$ cat config.mk
export PLATFORM = sky130hd
export DESIGN_NAME = bit_window_select_pipe_flat
export DESIGN_NICKNAME = d
export VERILOG_FILES = /design/src/rtl/bit_window_select_pipe_if.sv /design/src/rtl/bit_window_select_pipe.sv /design/src/flat_wrapper.sv
export SDC_FILE = /design/constraint.sdc
export NUM_CORES = 1
export LEC_CHECK = 0
export BUFFER_PORTS_ARGS = -buffer_cell sky130_fd_sc_hd__clkbuf_2
export CAP_MARGIN = 20
export CORE_MARGIN = 2
export CORE_UTILIZATION = 50
export DETAILED_ROUTE_END_ITERATION = 10
export PLACE_DENSITY_LB_ADDON = 0.25
export SLEW_MARGIN = 10
export SYNTH_ARGS = -nofsm -noshare
export SYNTH_HDL_FRONTEND = slang
export SYNTH_SLANG_ARGS = --single-unit
$ cat constraint.sdc
create_clock -name clk -period 5.2 [get_ports clk]
set_input_delay 0.78 -clock clk [delete_from_list [all_inputs] [get_ports clk]]
set_output_delay 0.78 -clock clk [all_outputs]
set_load 0.01 [all_outputs]
$ cat src/rtl/bit_window_select_pipe_if.sv
// Valid/ready stream bundle for the bit-window selector.
// The slave side is the selector; the master side is the bench or an upstream link.
interface bit_window_select_pipe_if #(
  parameter int unsigned IN_WIDTH  = 16,
  parameter int unsigned OUT_WIDTH = 8
);
  logic                 i_valid;
  logic                 o_ready;
  logic [IN_WIDTH-1:0]  i_data_bus;
  logic                 o_valid;
  logic                 i_ready;
  logic [OUT_WIDTH-1:0] o_data_bus;
  logic                 o_err;

  modport slave (
    input  i_valid, i_data_bus, i_ready,
    output o_ready, o_valid, o_data_bus, o_err
  );

  modport master (
    output i_valid, i_data_bus, i_ready,
    input  o_ready, o_valid, o_data_bus, o_err
  );
endinterface

$ cat src/rtl/bit_window_select_pipe.sv
// Registered sliding-window bit selector with static or auto-stride offset,
// fronted by a 2-entry output buffer (head + skid) so backpressure never drops beats.
module bit_window_select_pipe #(
  parameter int unsigned IN_WIDTH     = 16,
  parameter int unsigned OUT_WIDTH    = 8,
  parameter int unsigned OFFSET_WIDTH = $clog2(IN_WIDTH - OUT_WIDTH + 1)
) (
  input  logic                    clk,
  input  logic                    rst_n,
  bit_window_select_pipe_if.slave bus,
  input  logic                    i_en,
  input  logic                    i_mode,
  input  logic [OFFSET_WIDTH-1:0] i_cmd,
  input  logic                    i_load,
  input  logic [OFFSET_WIDTH-1:0] i_stride,
  output logic [OFFSET_WIDTH-1:0] o_offset
);

  localparam int unsigned MAX_OFFSET = IN_WIDTH - OUT_WIDTH;
  localparam int unsigned SUM_W      = OFFSET_WIDTH + 1;

  typedef struct packed {
    logic                 err;
    logic [OUT_WIDTH-1:0] data;
  } entry_t;

  entry_t                  e0_q, e0_d, e1_q, e1_d, new_entry;
  logic                    v0_q, v0_d, v1_q, v1_d;
  logic [OFFSET_WIDTH-1:0] offset_q, offset_d;
  logic [OFFSET_WIDTH-1:0] off_sel, stride_sat, cmd_sat;
  logic [SUM_W-1:0]        sum;
  logic                    push, pop, range_err;

  assign push = bus.i_valid & bus.o_ready;
  assign pop  = v0_q & bus.i_ready;

  // Window extraction for the incoming beat; out-of-range static offsets yield zero data.
  always_comb begin
    range_err      = ~i_mode & (i_cmd > OFFSET_WIDTH'(MAX_OFFSET));
    off_sel        = i_mode ? offset_q : i_cmd;
    new_entry.err  = range_err;
    new_entry.data = range_err ? '0 : OUT_WIDTH'(bus.i_data_bus >> off_sel);
  end

  // Head/skid buffer; push and pop with a full skid cannot coincide since o_ready is low.
  always_comb begin
    e0_d = e0_q;
    e1_d = e1_q;
    v0_d = v0_q;
    v1_d = v1_q;
    if (pop) begin
      if (v1_q) begin
        e0_d = e1_q;
        e1_d = '0;
        v1_d = 1'b0;
      end else if (push) begin
        e0_d = new_entry;
      end else begin
        e0_d = '0;
        v0_d = 1'b0;
      end
    end else if (push) begin
      if (!v0_q) begin
        e0_d = new_entry;
        v0_d = 1'b1;
      end else begin
        e1_d = new_entry;
        v1_d = 1'b1;
      end
    end
  end

  // Offset register: load wins over advance; advance wraps modulo MAX_OFFSET+1.
  always_comb begin
    cmd_sat    = (i_cmd > OFFSET_WIDTH'(MAX_OFFSET)) ? OFFSET_WIDTH'(MAX_OFFSET) : i_cmd;
    stride_sat = (i_stride > OFFSET_WIDTH'(MAX_OFFSET)) ? OFFSET_WIDTH'(MAX_OFFSET) : i_stride;
    sum        = SUM_W'(offset_q) + SUM_W'(stride_sat);
    if (sum > SUM_W'(MAX_OFFSET)) begin
      sum = sum - SUM_W'(MAX_OFFSET + 1);
    end
    offset_d = offset_q;
    if (i_load) begin
      offset_d = cmd_sat;
    end else if (i_mode && push) begin
      offset_d = OFFSET_WIDTH'(sum);
    end
  end

  always_ff @(posedge clk or negedge rst_n) begin
    if (!rst_n) begin
      e0_q     <= '0;
      e1_q     <= '0;
      v0_q     <= 1'b0;
      v1_q     <= 1'b0;
      offset_q <= '0;
    end else begin
      e0_q     <= e0_d;
      e1_q     <= e1_d;
      v0_q     <= v0_d;
      v1_q     <= v1_d;
      offset_q <= offset_d;
    end
  end

  assign bus.o_ready    = i_en & ~v1_q;
  assign bus.o_valid    = v0_q;
  assign bus.o_data_bus = e0_q.data;
  assign bus.o_err      = e0_q.err;
  assign o_offset       = offset_q;

endmodule

$ cat src/flat_wrapper.sv
// flat-port wrapper written by rule: the top's interface ports become plain ports
module bit_window_select_pipe_flat 
#(
  parameter int unsigned IN_WIDTH     = 16,
  parameter int unsigned OUT_WIDTH    = 8,
  parameter int unsigned OFFSET_WIDTH = $clog2(IN_WIDTH - OUT_WIDTH + 1)
)
  (clk, rst_n, i_en, i_mode, i_cmd, i_load, i_stride, o_offset, bus_i_valid, bus_i_data_bus, bus_i_ready, bus_o_ready, bus_o_valid, bus_o_data_bus, bus_o_err);
  bit_window_select_pipe_if #(.IN_WIDTH(IN_WIDTH), .OUT_WIDTH(OUT_WIDTH)) bus_i ();
  input  logic clk;
  input  logic rst_n;
  input  logic i_en;
  input  logic i_mode;
  input  logic [OFFSET_WIDTH-1:0] i_cmd;
  input  logic i_load;
  input  logic [OFFSET_WIDTH-1:0] i_stride;
  output logic [OFFSET_WIDTH-1:0] o_offset;
  input wire logic [$bits(bus_i.i_valid)-1:0] bus_i_valid;
  input wire logic [$bits(bus_i.i_data_bus)-1:0] bus_i_data_bus;
  input wire logic [$bits(bus_i.i_ready)-1:0] bus_i_ready;
  output wire logic [$bits(bus_i.o_ready)-1:0] bus_o_ready;
  output wire logic [$bits(bus_i.o_valid)-1:0] bus_o_valid;
  output wire logic [$bits(bus_i.o_data_bus)-1:0] bus_o_data_bus;
  output wire logic [$bits(bus_i.o_err)-1:0] bus_o_err;
  assign bus_i.i_valid = bus_i_valid;
  assign bus_i.i_data_bus = bus_i_data_bus;
  assign bus_i.i_ready = bus_i_ready;
  assign bus_o_ready = bus_i.o_ready;
  assign bus_o_valid = bus_i.o_valid;
  assign bus_o_data_bus = bus_i.o_data_bus;
  assign bus_o_err = bus_i.o_err;
  bit_window_select_pipe #(.IN_WIDTH(IN_WIDTH), .OUT_WIDTH(OUT_WIDTH), .OFFSET_WIDTH(OFFSET_WIDTH)) u_core (.clk(clk), .rst_n(rst_n), .bus(bus_i), .i_en(i_en), .i_mode(i_mode), .i_cmd(i_cmd), .i_load(i_load), .i_stride(i_stride), .o_offset(o_offset));
endmodule
==> results, run 1 <==
- The flow ran to the end, and the final reports show no timing, DRC or antenna violations.
- The pin count of the biggest net entering global routing is 25.
- The post-detailed-placement cell area is 2198 um^2.
- The number of max-slew violations in the final report is 0.
- The buffers plus inverters on the worst setup path is 3.
- The classification of the worst-slack hold path is input pin to async pin.
- For the finished layout, the period the worst path requires is 3137 ps.
- Before antenna repair, the detailed router went through 4 iterations.
- For the worst setup path, the data required time is 5350 ps.
- In the synthesized netlist, the number of instances is 215.
- The number of nets handed over by synthesis was 253.
- The die outline width is 66.52 um.
- In the synthesized netlist the dominant register cell turns out to be sky130_fd_sc_hd__dfrtp_1.
- The count of max-cap constraint violations is 0.
- After synthesis, the largest area contributor takes up 30.73% of total cell area.
- TritonCTS built the clock tree.
- In this run the static leakage power is 1.148 nW.
- 46 I/O pins were placed.
- The start of the worst register-to-register path is u_core.o_offset[0].
- The area growth from synthesis to layout is 16.13%.
- The critical-path maximum fanout is 13.
- In this run the tool buffered the top-level ports with 45 buffer cells.
- The initialized floorplan defines 22 standard-cell rows.
- Summing all multi-input logic gate instances after layout gives 1252 um^2.
- The power per cell area is 375.1 nW/um^2.
- The die area is 4425 um^2.
- Timing analysis after detailed placement gives a worst setup slack of 1808 ps.
- In the final design database the tool counted 296 nets.
- The core region is 3716 um^2.
- Setup repair after global routing left no endpoint under its margin.
- The sum of internal, switching and leakage power is 0.0008514 W.
- In the layout the commonest cells are 45 x sky130_fd_sc_hd__clkbuf_2, 24 x sky130_fd_sc_hd__dfrtp_1, 22 x sky130_fd_sc_hd__mux2i_1, 19 x sky130_fd_sc_hd__o21ai_0, 14 x sky130_fd_sc_hd__inv_1.
- Counting flops with an async set or reset pin after synthesis yields a share of 100.0%.
- The die is 66.52 um tall.
- The number of distinct library cells after synthesis is 41.
- The final worst setup slack is 2063 ps.
- The total via count in the routed design is 1,833.
- The relative max-transition margin is 34.68%.
- The worst ir drop on vdd is 0.1668 mV.
- At the later pin of the worst-skew pair, clock insertion delay measures 270 ps.
- At the worst endpoint, the arrival time is 3290 ps.
- For this run, the number of Yosys warnings is 0.
- The clock buffer count from CTS is 3.
- The maximum buffer depth of the clock tree is 2.
- The placed wire-length estimate after detailed placement is 3653 um.
- The final weighted congestion in routability-driven placement is 0.8685.
- On the critical path, the stage with the largest delay is an instance of sky130_fd_sc_hd__mux2i_2.
- The critical path is of the input pin to flip-flop type.
- The final design instance area without fill is 2270 um^2.
- For this design, the CTS-stage hold fixing added 0 buffers.
- Once detail routing completed, the nets flagged for antenna violations numbered 0.
- The via count of the first global-routing pass was 1,663.
- STA classifies the critical path startpoint as an input pin.
- Tracing the worst setup path back leads to its startpoint at i_mode.
- The synthesized design contains 24 register bits.
- The sequential cells in the finished layout cover a total of 600.6 um^2.
- After clock tree synthesis, the clock-pin slew on the worst setup and hold paths is 80 ps.
- The detailed router's first-iteration violation count is 122.
- At the pin with the least slew margin, the transition time is 952.6 ps.
- The total of cells resized after clock tree synthesis is 0.
- In the final layout, the share of cells above drive strength 1 is 22.96%.
- The cell family with the largest share of critical-path delay is multiplexers.
- The sum of negative setup slack is 0 ps.
- The initial cell density of the core is 52.59%.
- Summing every instance area after synthesis gives 1954 um^2.
- The peak per-stage delay on the critical path is 780 ps.
- The maximum level of the CTS H-tree is 1.
- The global-route usage over all layers is 22.19%.
- The detail-routed net length per standard cell is 15.27 um.
- The library cell used most frequently in the layout, excluding fill and tap cells, is sky130_fd_sc_hd__clkbuf_2.
- The worst path uses 60.32% of the clock period.
- The minimum setup slack among reg-to-reg paths is 2450 ps.
- On the final layout, the worst hold slack is 491.4 ps.
- The number of antenna violations at the first check in global routing was 0.
- The maximum frequency from static timing analysis is 318.8 MHz.
- The share of the Yosys chip area taken by registers is 30.73%.
- The number of setup buffers added after CTS is 0.
- The number of vias per cell is 6.010.
- The total length of routed wires is 4657 um.
- Summed over all layers, the global routing overflow is 0.
- The first global-routing pass estimated 7555 um of wire.
- Sorting the synthesized cells by area gives the leading types as sky130_fd_sc_hd__dfrtp_1 31%, sky130_fd_sc_hd__mux2i_1 11%, sky130_fd_sc_hd__o21ai_0 4.9%.
- After filler insertion, the fill cell instance count of the layout stands at 331.
- The final-report hold violation count was 0.
- The count of flip-flops with a built-in enable after synthesis is 0.
- For this run, design rule violations remaining after detail routing come to 0.
- sky130_fd_sc_hd__dfrtp_1 takes more of the synthesized area than any other cell.
- The mean area per synthesized cell is 9.090 um^2.
- The antenna diode instance count is 0.
- Setup violations remaining at the end of the flow were counted as 0.
- The number of sinks on the clock net is 24.
- Traced cell by cell, the critical path runs through clkbuf_2, mux2i_2, buf_4, mux2i_1, mux2_2, o22ai_1, a222oi_1, inv_1.
- The worst setup path is captured at a flip-flop.
- The clock skew is 4.294 ps.
- The buffer cell driving the clock tree root is sky130_fd_sc_hd__clkbuf_8.
cell usage after synthesis (all sizes together) (4+ instances only):
master	instances
nor2	9
a222oi	4
a22oi	4
o21ai	19
nor2b	6
a21oi	10
mux2i	23
ha	6
nand2b	7
a21o	6
a22o	8
buf	5
dfrtp	24
nand2	13
o22ai	10
nor3	6
mux2	4
inv	14
sequential cells by signal, summed over array words and instances (netlist names):
| name | flops |
|---|---|
| u_core.bus.o_valid | 1 |
| u_core.bus.o_err | 1 |
| u_core.o_offset | 4 |
| u_core.bus.o_data_bus | 8 |
| u_core.v1_q | 1 |
| u_core.e1_q | 9 |
per-stage QoR:
| stage | utilization (%) | instances |
|---|---|---|
| 2_1_floorplan | - | 215 |
| 3_3_place_gp | 59.16 | 301 |
| 3_5_place_dp | 59.16 | 301 |
| 4_1_cts | 61.08 | 305 |
| 5_1_grt | 61.08 | 305 |
| 6_report | 61.08 | 305 |
kinds of logic (layout without fill, tap and decap cells):
logic type,Yosys count,count (layout),share of synthesized area [%]
AO/OA/AOI/OAI,78,78,27.08
XOR/XNOR,4,4,1.793
buffers and inverters,22,64,5.185
adder cells (fa/ha/maj),7,7,4.865
multiplexers,30,30,17.73
flip-flops,24,24,30.73
AND/OR/NAND/NOR,50,50,12.61
worst paths after layout:
check | endpoint | cells after the start
max in group asynchronous | u_core.bus.o_data_bus[1] | 1
setup / recovery | u_core.bus.o_data_bus[4] | 8
hold / removal | u_core.bus.o_data_bus[6] | 1
min in group clk | u_core.e1_q[0] | 2
setup reg to reg | u_core.bus.o_data_bus[4] | 7
hold reg to reg | u_core.e1_q[0] | 2
routing by layer:
layer  track usage (%)  share of wire (%)
met1             30.33                 44
met2             37.25                 48
met3             3.885                6.7
met4             3.827                1.1
met5                 0                  0
layout make-up:
cell class,count,share of cell area (%)
flip-flops and latches,24,26.46
repair buffers,46,10.25
inverters,14,2.315
clock buffers,3,1.819
multi-input cells,169,55.18
well taps,48,2.646
clock inverters,1,1.323
power by group:
part	internal [W]	switching, W	total, W
clock network	0.000103	0.0000583	0.000161
registers	0.000259	0.0000549	0.000314
logic	0.000172	0.000204	0.000376
Power figures use the tool's default switching activity.
==> inputs of run 2 (changes only) <==
- CORE_UTILIZATION: 50 -> 49
- clock period: 5.2 -> 2.6 ns (I/O delays scaled with it)
==> run 2 against run 1 <==
Cell area is 3.5% higher. Cell count is 3.0% higher. Non-clock buffer count is 9 higher. Clock skew is 4.2 ps higher. Sequential cell count stayed put. Hold slack worse by 380 ps. Clock power is 100% higher. Global-route usage is 0.97 points higher.
==> results, run 2 (synthesis results as in run 1) <==
- The flow ran to the end, and the final reports show no timing, DRC or antenna violations.
- The later-pin clock latency in the skew report is 270 ps.
- The first routing iteration left 196 violations.
- The maximum level of the CTS H-tree is 1.
- The first TritonRoute pass finished after 6 iterations.
- The number of max-slew violations in the final report is 0.
- The final antenna-violating net count is 0.
- Setup violations remaining at the end of the flow were counted as 0.
- The arrival time at the worst endpoint is 2530 ps.
- Dividing total power by cell area gives a power density of 740.1 nW/um^2.
- Clock-pin slew was measured on the worst setup and hold paths at 90 ps.
- The final-report hold violation count was 0.
- The number of rows created at floorplan is 22.
- The die outline width is 67.16 um.
- The die area is 4510 um^2.
- The total of cells resized after clock tree synthesis is 0.
- The critical-path maximum fanout is 5.
- The number of vias per cell is 6.083.
- The buffer cell driving the clock tree root is sky130_fd_sc_hd__clkbuf_8.
- The floorplan step defined a core boundary enclosing 3744 um^2.
- No sink is reached through more buffers than the 2 on the longest clock path.
- The kind of capture point of the worst setup path is a flip-flop.
- The count of buffers from port buffering is 45.
- The first-pass GRT wire length is 8031 um.
- The tightest hold path in the finished design has a slack of 108.2 ps.
- The largest individual stage delay along the critical path comes from the cell sky130_fd_sc_hd__fa_1.
- The antenna diode instance count is 0.
- After routing, the total negative slack on setup checks comes to 0 ps.
- Based on the critical path, the design can be clocked at up to 426.7 MHz.
- The required time of the worst setup path is 2790 ps.
- The number of hold buffers added after cts is 0.
- Of the cells placed in the final design, the portion with a size suffix greater than 1 is 25.56%.
- The number of nets in the layout is 305.
- The via count of the first global-routing pass was 1,802.
- The path class of the tightest hold or removal check is input pin to async pin.
- The final weighted congestion in routability-driven placement is 0.8734.
- Setup repair after global routing left no endpoint under its margin.
- The residual DRC count is 0.
- The most common library cell in the layout ignoring fill and taps is sky130_fd_sc_hd__clkbuf_2.
- The count of max-cap constraint violations is 0.
- The detail-routed net length per standard cell is 15.58 um.
- For this configuration, the core starts out at a cell density of 52.21%.
- Leaving out fill and tap cells, the most frequent cells in the layout are 45 x sky130_fd_sc_hd__clkbuf_2, 24 x sky130_fd_sc_hd__dfrtp_1, 22 x sky130_fd_sc_hd__mux2i_1, 19 x sky130_fd_sc_hd__o21ai_0, 14 x sky130_fd_sc_hd__inv_1.
- Walking the worst path, the cells encountered are ha_1, inv_1, fa_1, ha_1, nand2_1, a21boi_0, mux2_2, o21ai_0.
- Entering global routing, the biggest net connects 25 pins.
- For this design the static power due to leakage is 1.196 nW.
- Global routing consumed, over all layers together, 23.17% of the routing resources.
- For the final database, setup skew stands at 8.524 ps.
- The buffers inserted during post-CTS setup optimization is 0.
- The number of antenna violations at the first check in global routing is 0.
- TritonCTS built the clock tree.
- The part of the cycle the worst path needs is 90.13%.
- The transition time at the pin with the least slew margin is 777.8 ps.
- The peak per-stage delay on the critical path is 560 ps.
- u_core.e1_q holds more flip-flops than any other register.
- The register with the most flip-flops in the layout has 9 of them.
- The launching element type of the critical path is a flip-flop.
- The critical path in this run is classified as flip-flop to flip-flop.
- The placed wire-length estimate after detailed placement is 3796 um.
- The buffers plus inverters on the worst setup path is 1.
- The tree built by TritonCTS fans out to 24 sinks.
- The worst ir drop on vdd is 0.4705 mV.
- The y dimension of the die is 67.16 um.
- Summed over all layers, the global routing overflow is 0.
- After layout, the minimum clock period comes to 2344 ps.
- The area growth from synthesis to layout is 20.23%.
- The layout has 356 filler cells.
- The relative max-transition margin is 48.15%.
- The total via count in the routed design is 1,910.
- The total length of routed wires is 4892 um.
- The kind of cell with the highest combined delay along the critical path is adder cells.
- The most numerous cell type found on the critical path is sky130_fd_sc_hd__ha_1.
- The clock buffer count from CTS is 3.
- Pin placement for this block handled 46 I/O pins.
run 2: changes by cell type in the layout (fill, tap and decap cells not counted), sizes merged:
cell  delta
buf      +9
run 2: cell type report:
type	count	area, um^2	share of cell area (%)
flip-flops and latches	24	600.6	25.56
repair buffers	55	312.8	13.31
multi-input cells	169	1252	53.30
well taps	48	60.06	2.556
clock inverters	1	30.03	1.278
clock buffers	3	41.29	1.757
inverters	14	52.55	2.236
run 2: worst paths after layout:
path	from	to	slack, ps	cells after the start
min reg2reg	u_core.e1_q[0]	u_core.e1_q[0]	490	2
max reg2reg	u_core.o_offset[0]	u_core.o_offset[1]	260	8
max	u_core.o_offset[0]	u_core.o_offset[1]	260	8
min	rst_n	u_core.bus.o_data_bus[4]	110	1
min in group clk	bus_i_ready	u_core.v1_q	370	2
max in group asynchronous	rst_n	u_core.o_offset[0]	2090	1
run 2: report_power, final:
| group | leakage (nW) | internal [W] | switching [W] |
|---|---|---|---|
| sequential | 0.314 | 0.000518 | 0.000106 |
| combinational | 0.846 | 0.000374 | 0.000417 |
| clock | 0.0357 | 0.000206 | 0.000118 |
run 2: metal layers:
layer | routed length [um] | vias up | GRT usage [%]
li1 | - | 918 | -
met1 | 2142 | 924 | 27.89
met2 | 2458 | 60 | 42.45
met3 | 225 | 8 | 4.333
met4 | 65 | 0 | 5.612
met5 | 0 | - | 0
run 2: through the flow:
stage,setup WS (ps),utilization [%],total power [W],cells,instance area [um^2]
finish,256.5,62.77,0.001739,314,2350
detailed placement,102.6,60.86,0.001418,310,2278
CTS,226.8,62.77,0.001746,314,2350
floorplan,307.7,-,0.001142,215,1954
global route,80.20,62.77,0.001872,314,2350
global placement,175.5,60.86,0.001395,310,2278
